[src/rtl/writeback_unit_pkg.sv]
// Shared types for the writeback unit: result-source encodings and queue entry record.
package writeback_unit_pkg;

    localparam int unsigned REG_W  = 5;
    localparam int unsigned DATA_W = 32;
    localparam int unsigned SEL_W  = 2;

    typedef enum logic [SEL_W-1:0] {
        SEL_ALU  = 2'b00,
        SEL_LOAD = 2'b01,
        SEL_LINK = 2'b10,
        SEL_NONE = 2'b11
    } sel_e;

    typedef struct packed {
        logic [REG_W-1:0]  dest;
        logic              wr;
        logic              pending;
        logic [DATA_W-1:0] data;
    } entry_t;

    // Build a queue entry from the retiring MEM-stage fields.
    function automatic entry_t make_entry(
        input logic [REG_W-1:0]  dest,
        input logic              regwrite,
        input sel_e              sel,
        input logic [DATA_W-1:0] alu,
        input logic [DATA_W-1:0] link
    );
        entry_t e;
        e.dest    = dest;
        e.wr      = regwrite && (dest != '0) && (sel != SEL_NONE);
        e.pending = (sel == SEL_LOAD);
        case (sel)
            SEL_ALU:  e.data = alu;
            SEL_LINK: e.data = link;
            default:  e.data = '0;
        endcase
        return e;
    endfunction

endpackage

[src/rtl/writeback_unit_wb_queue.sv]
// In-order writeback queue: DEPTH entries, wrapping pointers, and completion of the oldest pending load.
module wb_queue
    import writeback_unit_pkg::*;
#(
    parameter int unsigned DEPTH = 2
) (
    input  logic              clk,
    input  logic              rst,
    input  logic              push,
    input  entry_t            push_entry,
    input  logic              pop,
    input  logic              complete,
    input  logic [DATA_W-1:0] complete_data,
    output logic              full,
    output entry_t            ordered [DEPTH],
    output logic [DEPTH-1:0]  occupied
);

    localparam int unsigned PW = (DEPTH > 1) ? $clog2(DEPTH) : 1;
    localparam int unsigned CW = $clog2(DEPTH) + 1;

    entry_t          mem [DEPTH];
    logic [PW-1:0]   rd_ptr;
    logic [PW-1:0]   wr_ptr;
    logic [CW-1:0]   count;
    logic            found;
    logic [PW-1:0]   cidx;

    assign full = (count == CW'(DEPTH));

    // Oldest-first view of the queue; the first pending entry is the oldest outstanding load.
    always_comb begin
        found = 1'b0;
        cidx  = rd_ptr;
        for (int unsigned i = 0; i < DEPTH; i++) begin
            ordered[i]  = mem[rd_ptr + PW'(i)];
            occupied[i] = (CW'(i) < count);
            if (!found && occupied[i] && ordered[i].pending) begin
                found = 1'b1;
                cidx  = rd_ptr + PW'(i);
            end
        end
    end

    // A new entry lands at wr_ptr, which is never occupied, so it cannot be completed this cycle.
    always_ff @(posedge clk or negedge rst) begin
        if (!rst) begin
            rd_ptr <= '0;
            wr_ptr <= '0;
            count  <= '0;
            for (int unsigned i = 0; i < DEPTH; i++) begin
                mem[i] <= '0;
            end
        end else begin
            if (push) begin
                mem[wr_ptr] <= push_entry;
                wr_ptr      <= wr_ptr + PW'(1);
            end
            if (complete && found) begin
                mem[cidx].pending <= 1'b0;
                mem[cidx].data    <= complete_data;
            end
            if (pop) begin
                rd_ptr <= rd_ptr + PW'(1);
            end
            count <= count + CW'(push) - CW'(pop);
        end
    end

endmodule

[src/rtl/writeback_unit.sv]
// Writeback stage: in-order retire into the register file plus optional decode bypass.
// Define WB_BYPASS_EN to build the bypass network; otherwise fwd_hit_*/fwd_data_* are tied to 0.
module writeback_unit
    import writeback_unit_pkg::*;
#(
    parameter int unsigned DEPTH = 2
) (
    input  logic              clk,
    input  logic              rst,
    input  logic              in_valid,
    output logic              in_ready,
    input  logic [REG_W-1:0]  in_dest,
    input  logic              in_regwrite,
    input  logic [SEL_W-1:0]  in_sel,
    input  logic [DATA_W-1:0] in_alu,
    input  logic [DATA_W-1:0] in_link,
    input  logic              mem_rvalid,
    input  logic [DATA_W-1:0] mem_rdata,
    output logic [REG_W-1:0]  write_reg,
    output logic [DATA_W-1:0] write_data,
    output logic              RegWrite,
    input  logic [REG_W-1:0]  fwd_rs,
    input  logic [REG_W-1:0]  fwd_rt,
    output logic              fwd_hit_rs,
    output logic              fwd_hit_rt,
    output logic [DATA_W-1:0] fwd_data_rs,
    output logic [DATA_W-1:0] fwd_data_rt
);

    logic             full;
    logic             push;
    logic             pop;
    entry_t           new_entry;
    entry_t           ordered [DEPTH];
    logic [DEPTH-1:0] occupied;

    assign in_ready  = !full;
    assign push      = in_valid && in_ready;
    assign pop       = occupied[0] && !ordered[0].pending;
    assign new_entry = make_entry(in_dest, in_regwrite, sel_e'(in_sel), in_alu, in_link);

    wb_queue #(.DEPTH(DEPTH)) u_queue (
        .clk           (clk),
        .rst           (rst),
        .push          (push),
        .push_entry    (new_entry),
        .pop           (pop),
        .complete      (mem_rvalid),
        .complete_data (mem_rdata),
        .full          (full),
        .ordered       (ordered),
        .occupied      (occupied)
    );

    // Register-file write port; address/data hold their last value between writes.
    always_ff @(posedge clk or negedge rst) begin
        if (!rst) begin
            write_reg  <= '0;
            write_data <= '0;
            RegWrite   <= 1'b0;
        end else begin
            RegWrite <= pop && ordered[0].wr;
            if (pop && ordered[0].wr) begin
                write_reg  <= ordered[0].dest;
                write_data <= ordered[0].data;
            end
        end
    end

`ifdef WB_BYPASS_EN
    // Scan oldest to youngest so the youngest matching complete writer wins; wr excludes r0.
    always_comb begin
        fwd_hit_rs  = 1'b0;
        fwd_hit_rt  = 1'b0;
        fwd_data_rs = '0;
        fwd_data_rt = '0;
        for (int unsigned i = 0; i < DEPTH; i++) begin
            if (occupied[i] && ordered[i].wr && !ordered[i].pending) begin
                if (ordered[i].dest == fwd_rs) begin
                    fwd_hit_rs  = 1'b1;
                    fwd_data_rs = ordered[i].data;
                end
                if (ordered[i].dest == fwd_rt) begin
                    fwd_hit_rt  = 1'b1;
                    fwd_data_rt = ordered[i].data;
                end
            end
        end
    end
`else
    logic unused_bypass;
    assign unused_bypass = ^{fwd_rs, fwd_rt, occupied, ordered[DEPTH-1]};

    assign fwd_hit_rs  = 1'b0;
    assign fwd_hit_rt  = 1'b0;
    assign fwd_data_rs = '0;
    assign fwd_data_rt = '0;
`endif

endmodule

[config.mk]
export PLATFORM = sky130hd
export DESIGN_NAME = writeback_unit
export DESIGN_NICKNAME = d
export VERILOG_FILES = /design/src/rtl/writeback_unit_pkg.sv /design/src/rtl/writeback_unit_wb_queue.sv /design/src/rtl/writeback_unit.sv
export SDC_FILE = /design/constraint.sdc
export NUM_CORES = 1
export LEC_CHECK = 0
export ABC_AREA = 1
export CORE_MARGIN = 4
export CORE_UTILIZATION = 50
export CTS_CLUSTER_SIZE = 20
export DETAILED_ROUTE_END_ITERATION = 8
export GPL_TIMING_DRIVEN = 0
export MAX_ROUTING_LAYER = met4
export PLACE_DENSITY = 0.9
export SYNTH_ARGS = -nofsm -noshare
export SYNTH_HDL_FRONTEND = slang
export SYNTH_SLANG_ARGS = --single-unit
[constraint.sdc]
create_clock -name clk -period 2.7 [get_ports clk]
set_input_delay 0.54 -clock clk [delete_from_list [all_inputs] [get_ports clk]]
set_output_delay 0.54 -clock clk [all_outputs]
set_load 0.05 [all_outputs]
==> metrics.md <==
| Metric | Value |
|---|---|
| Total core area | 0.0135 mm^2 |
| Number of setup violations in the final report | 0 |
| Met1 Resource Use GR | 30.9% |
| Reg-to-reg startpoint | u_queue.rd_ptr |
| Cell count of the worst hold path | 2 |
| Share of cells above drive strength 1 | 11.4% |
| Final wirelength | 20900 um |
| Area growth from synthesis to final layout | 36.7% |
| Worst min-delay path category | flip-flop to flip-flop |
| Data required time at the worst endpoint | 3.06 ns |
| Routed vias/inst | 4.93 |
| Most frequent cell on the critical path | sky130_fd_sc_hd__nand2_1 |
| Max_cap viols | 0 |
| IO buf count | 145 |
| Cells on worst reg2reg path | 8 |
| Number of antenna violations at the first check in global routing | 1 |
| Netlist area before placement | 0.00700 mm^2 |
| Worst-path cell with the longest stage delay | sky130_fd_sc_hd__clkbuf_1 |
| I/O pin cnt | 223 |
| Max_slew headroom | 57.0% |
| Leakage | 0.00502 uW |
| Sequential share of the synthesized area | 42.9% |
| First-pass iteration count of the detailed router | 5 |
| Worst path setup slack after routing | 0.360 ns |
| Chip height | 126 um |
| Data arrival, critical path | 2.70 ns |
| Crit path from | in_sel[0] |
| Final worst hold slack | 0.484 ns |
| Number of buffers created by CTS | 17 |
| Buffering stage count on the worst path with inverters included | 4 |
| Internal portion of total power | 5610 uW |
| Global-route wire length before repair | 32800 um |
| Placed cell count | 1388 |
| Die outline area | 0.0160 mm^2 |
| Setup repair after global routing missed its margin | false |
| Total power per unit cell area | 1040 mW/mm^2 |
| Transition time at the pin with the least slew margin | 0.645 ns |
| Number of levels in the clock H-tree | 4 |
| Global router's overall resource usage | 26.5% |
| Final #Nets | 1352 |
| Distinct cell type count after synthesis | 29 |
| Flip-flop count of the largest register, all copies and words added | 66 |
| Syn Inst Count | 1001 |
| Antenna Nets Post-Route | 0 |
| Avg Synthesized Cell Area | 6.99 um^2 |
| Placed wire-length estimate after detailed placement | 14300 um |
| Number of placement rows | 42 |
| Endpoint type of the worst setup path | flip-flop |
| Vias after detailed routing | 7016 |
| Max Clock Freq | 0.427 GHz |
| Residual DRC | 0 |
| Run status | complete, no violations |
| Global-route met2 utilization | 44.5% |
| Minimum clock period after layout | 2.34 ns |
| Setup skew after layout | 0.00795 ns |
| Worst-Skew Late Latency | 0.42 ns |
| Final-report max-slew violation count | 0 |
| Average wire per standard cell | 14.7 um |
| Chip width | 126 um |
| Non-filler instance count after layout | 1422 |
| Hold-fix buffer count after cts | 1 |
| Global route hottest layer | met2 |
| Total setup buffers inserted after CTS | 0 |
| Net Sw Power | 4310 uW |
| Starting DRT DRC Count | 730 |
| Number of hold violations in the final report | 0 |
| CTS tree | yes |
| Highest net fanout along the worst path | 10 |
| Worst-case setup slack after placement | 0.273 ns |
| Final weighted congestion in routability-driven placement | 0.886 |
| Total gr overflow | 0 |
| GR Util met3 | 5.59% |
| Count of warnings emitted by yosys | 0 |
| Synth Register Bits | 120 |
| Number of gates resized after cts | 0 |
| Clk pwr share | 23.5% |
| Top Family by Delay on Critical Path | buffers and inverters |
| Critical path, cell by cell | clkdlybuf4s50_1 > inv_1 > clkbuf_1 > nand3_1 > nand2_1 > inv_1 > o21ai_0 > nand2_1 > nand2_1 |
| Clock root cell | sky130_fd_sc_hd__clkbuf_16 |
| Sequential power share | 28.8% |
| Maximum number of pins on one net before global-route repair | 102 |
| Setup TNS | 0 ns |
| Max clock buf depth | 2 |
| Delay of the slowest cell on the worst path | 0.53 ns |
| Clk slew on worst S/H paths | 0.05 ns |
| Period Utilization, post-route | 86.7% |
| Vias in the first global route | 6915 |
| Type of the worst setup path | primary input to flip-flop |
| Effective utilization at floorplan | 52.0% |
| Category of the worst setup path launch point | primary input |
| VDD IR max | 0.586 mV |
| CTS sink count | 120 |
| Switching share of total power | 43.5% |
| Crit path depth | 9 |
| Combinational fraction of design power | 47.7% |
[per-layer routing]
metal / share of wire [%] / wire length [um]
met1: 37 / 7810
met2: 50 / 10400
met3: 9.7 / 2040
met4: 3.2 / 665
met5: 0 / 0
[synth_stat cells]
cell                       instances  area [um^2]
sky130_fd_sc_hd__a21boi_4          1         18.8
sky130_fd_sc_hd__a21oi_1           3         15.0
sky130_fd_sc_hd__a21oi_2           1         8.76
sky130_fd_sc_hd__a31oi_1           2         12.5
sky130_fd_sc_hd__buf_1             6         22.5
sky130_fd_sc_hd__buf_2            16         80.1
sky130_fd_sc_hd__buf_4            71          533
sky130_fd_sc_hd__buf_6            13          146
sky130_fd_sc_hd__clkbuf_1         16         60.1
sky130_fd_sc_hd__conb_1            1         3.75
sky130_fd_sc_hd__dfrtp_1         120         3000
sky130_fd_sc_hd__ha_1              2         25.0
sky130_fd_sc_hd__inv_1            84          315
sky130_fd_sc_hd__inv_2             1         3.75
sky130_fd_sc_hd__inv_4             1         6.26
sky130_fd_sc_hd__nand2_1         496         1860
sky130_fd_sc_hd__nand2_2           1         6.26
sky130_fd_sc_hd__nand2_4           2         22.5
sky130_fd_sc_hd__nand3_1          37          185
sky130_fd_sc_hd__nand3_2           1         10.0
sky130_fd_sc_hd__nand4_1           2         12.5
sky130_fd_sc_hd__nor2_1            3         11.3
sky130_fd_sc_hd__nor2_2            1         6.26
sky130_fd_sc_hd__nor2_4            2         22.5
sky130_fd_sc_hd__nor3_1            1         5.00
sky130_fd_sc_hd__o21ai_0          96          480
sky130_fd_sc_hd__o21ai_1          17         85.1
sky130_fd_sc_hd__xnor2_1           1         8.76
sky130_fd_sc_hd__xor2_1            3         26.3
[cells by family (layout without fill, tap and decap cells)]
kind of cell / count (synthesis) / in the layout / synth area share [%]
compound gates: 120 / 120 / 8.87
xor+xnor: 4 / 4 / 0.501
fa+ha+maj: 2 / 2 / 0.358
buf+inv: 208 / 387 / 16.7
flops: 120 / 120 / 42.9
other cells: 1 / 67 / 0.0536
simple gates: 546 / 546 / 30.6
[stage by stage]
| step | instance area, um^2 | util [%] | total power, uW |
|---|---|---|---|
| 5_1_grt | 9560 | 71.1 | 10500 |
| 3_5_place_dp | 8940 | 66.5 | 7470 |
| 4_1_cts | 9560 | 71.1 | 9860 |
| 2_1_floorplan | 7240 | - | 6080 |
| 6_report | 9560 | 71.1 | 9920 |
| 3_3_place_gp | 8910 | 66.3 | 7300 |
[path summary, 6_finish.rpt]
| path | slack, ns | end |
|---|---|---|
| setup reg to reg | 0.85 | write_data[11] |
| hold reg to reg | 0.48 | flip-flop |
| hold / removal | 0.48 | flip-flop |
| max in group asynchronous | 1.40 | async pin |
| setup / recovery | 0.36 | u_queue.mem[67] |
| min in group asynchronous | 0.52 | write_data[3] |
[cell type report]
cell class | instances | area [um^2]
fillers | 1110 | 3890
clock inverters | 8 | 118
diodes | 1 | 2.50
plain buffers | 122 | 842
inverters | 86 | 325
multi-input cells | 738 | 3070
well taps | 176 | 220
flip-flops and latches | 120 | 3000
repair buffers | 147 | 1490
clock buffers | 24 | 492
[layout by cell type (no fill, tap or decap), types with 2 or more instances in the layout]
cell type,netlist,final
sky130_fd_sc_hd__ha_1,2,2
sky130_fd_sc_hd__nand4_1,2,2
sky130_fd_sc_hd__nor2_4,2,2
sky130_fd_sc_hd__buf_6,13,14
sky130_fd_sc_hd__buf_1,6,6
sky130_fd_sc_hd__a21oi_1,3,3
sky130_fd_sc_hd__conb_1,1,66
sky130_fd_sc_hd__nand2_1,496,496
sky130_fd_sc_hd__clkbuf_1,16,19
sky130_fd_sc_hd__clkbuf_8,0,4
sky130_fd_sc_hd__clkbuf_16,0,17
sky130_fd_sc_hd__o21ai_0,96,96
sky130_fd_sc_hd__inv_1,84,84
sky130_fd_sc_hd__nand2_4,2,2
sky130_fd_sc_hd__xor2_1,3,3
sky130_fd_sc_hd__clkinv_2,0,4
sky130_fd_sc_hd__dfrtp_1,120,120
sky130_fd_sc_hd__nand3_1,37,37
sky130_fd_sc_hd__nor2_1,3,3
sky130_fd_sc_hd__a31oi_1,2,2
sky130_fd_sc_hd__buf_2,16,16
sky130_fd_sc_hd__bufinv_16,0,3
sky130_fd_sc_hd__buf_4,71,71
sky130_fd_sc_hd__o21ai_1,17,17
sky130_fd_sc_hd__clkdlybuf4s50_1,0,144
[tightest hold or removal path, stage by stage (launching register included)]
cell	delay (ns)
sky130_fd_sc_hd__dfrtp_1	0.34
sky130_fd_sc_hd__nand2_1	0.05
sky130_fd_sc_hd__o21ai_0	0.06
[power groups by stage]
stage | Sequential [uW] | Combinational, uW | Clock [uW]
CTS | 2850 | 4690 | 2330
global route | 2930 | 5180 | 2430
detailed placement | 2860 | 4610 | 0
floorplan | 3420 | 2660 | 0
global placement | 2840 | 4460 | 0
finish | 2860 | 4730 | 2330
Power figures use the tool's default switching activity.
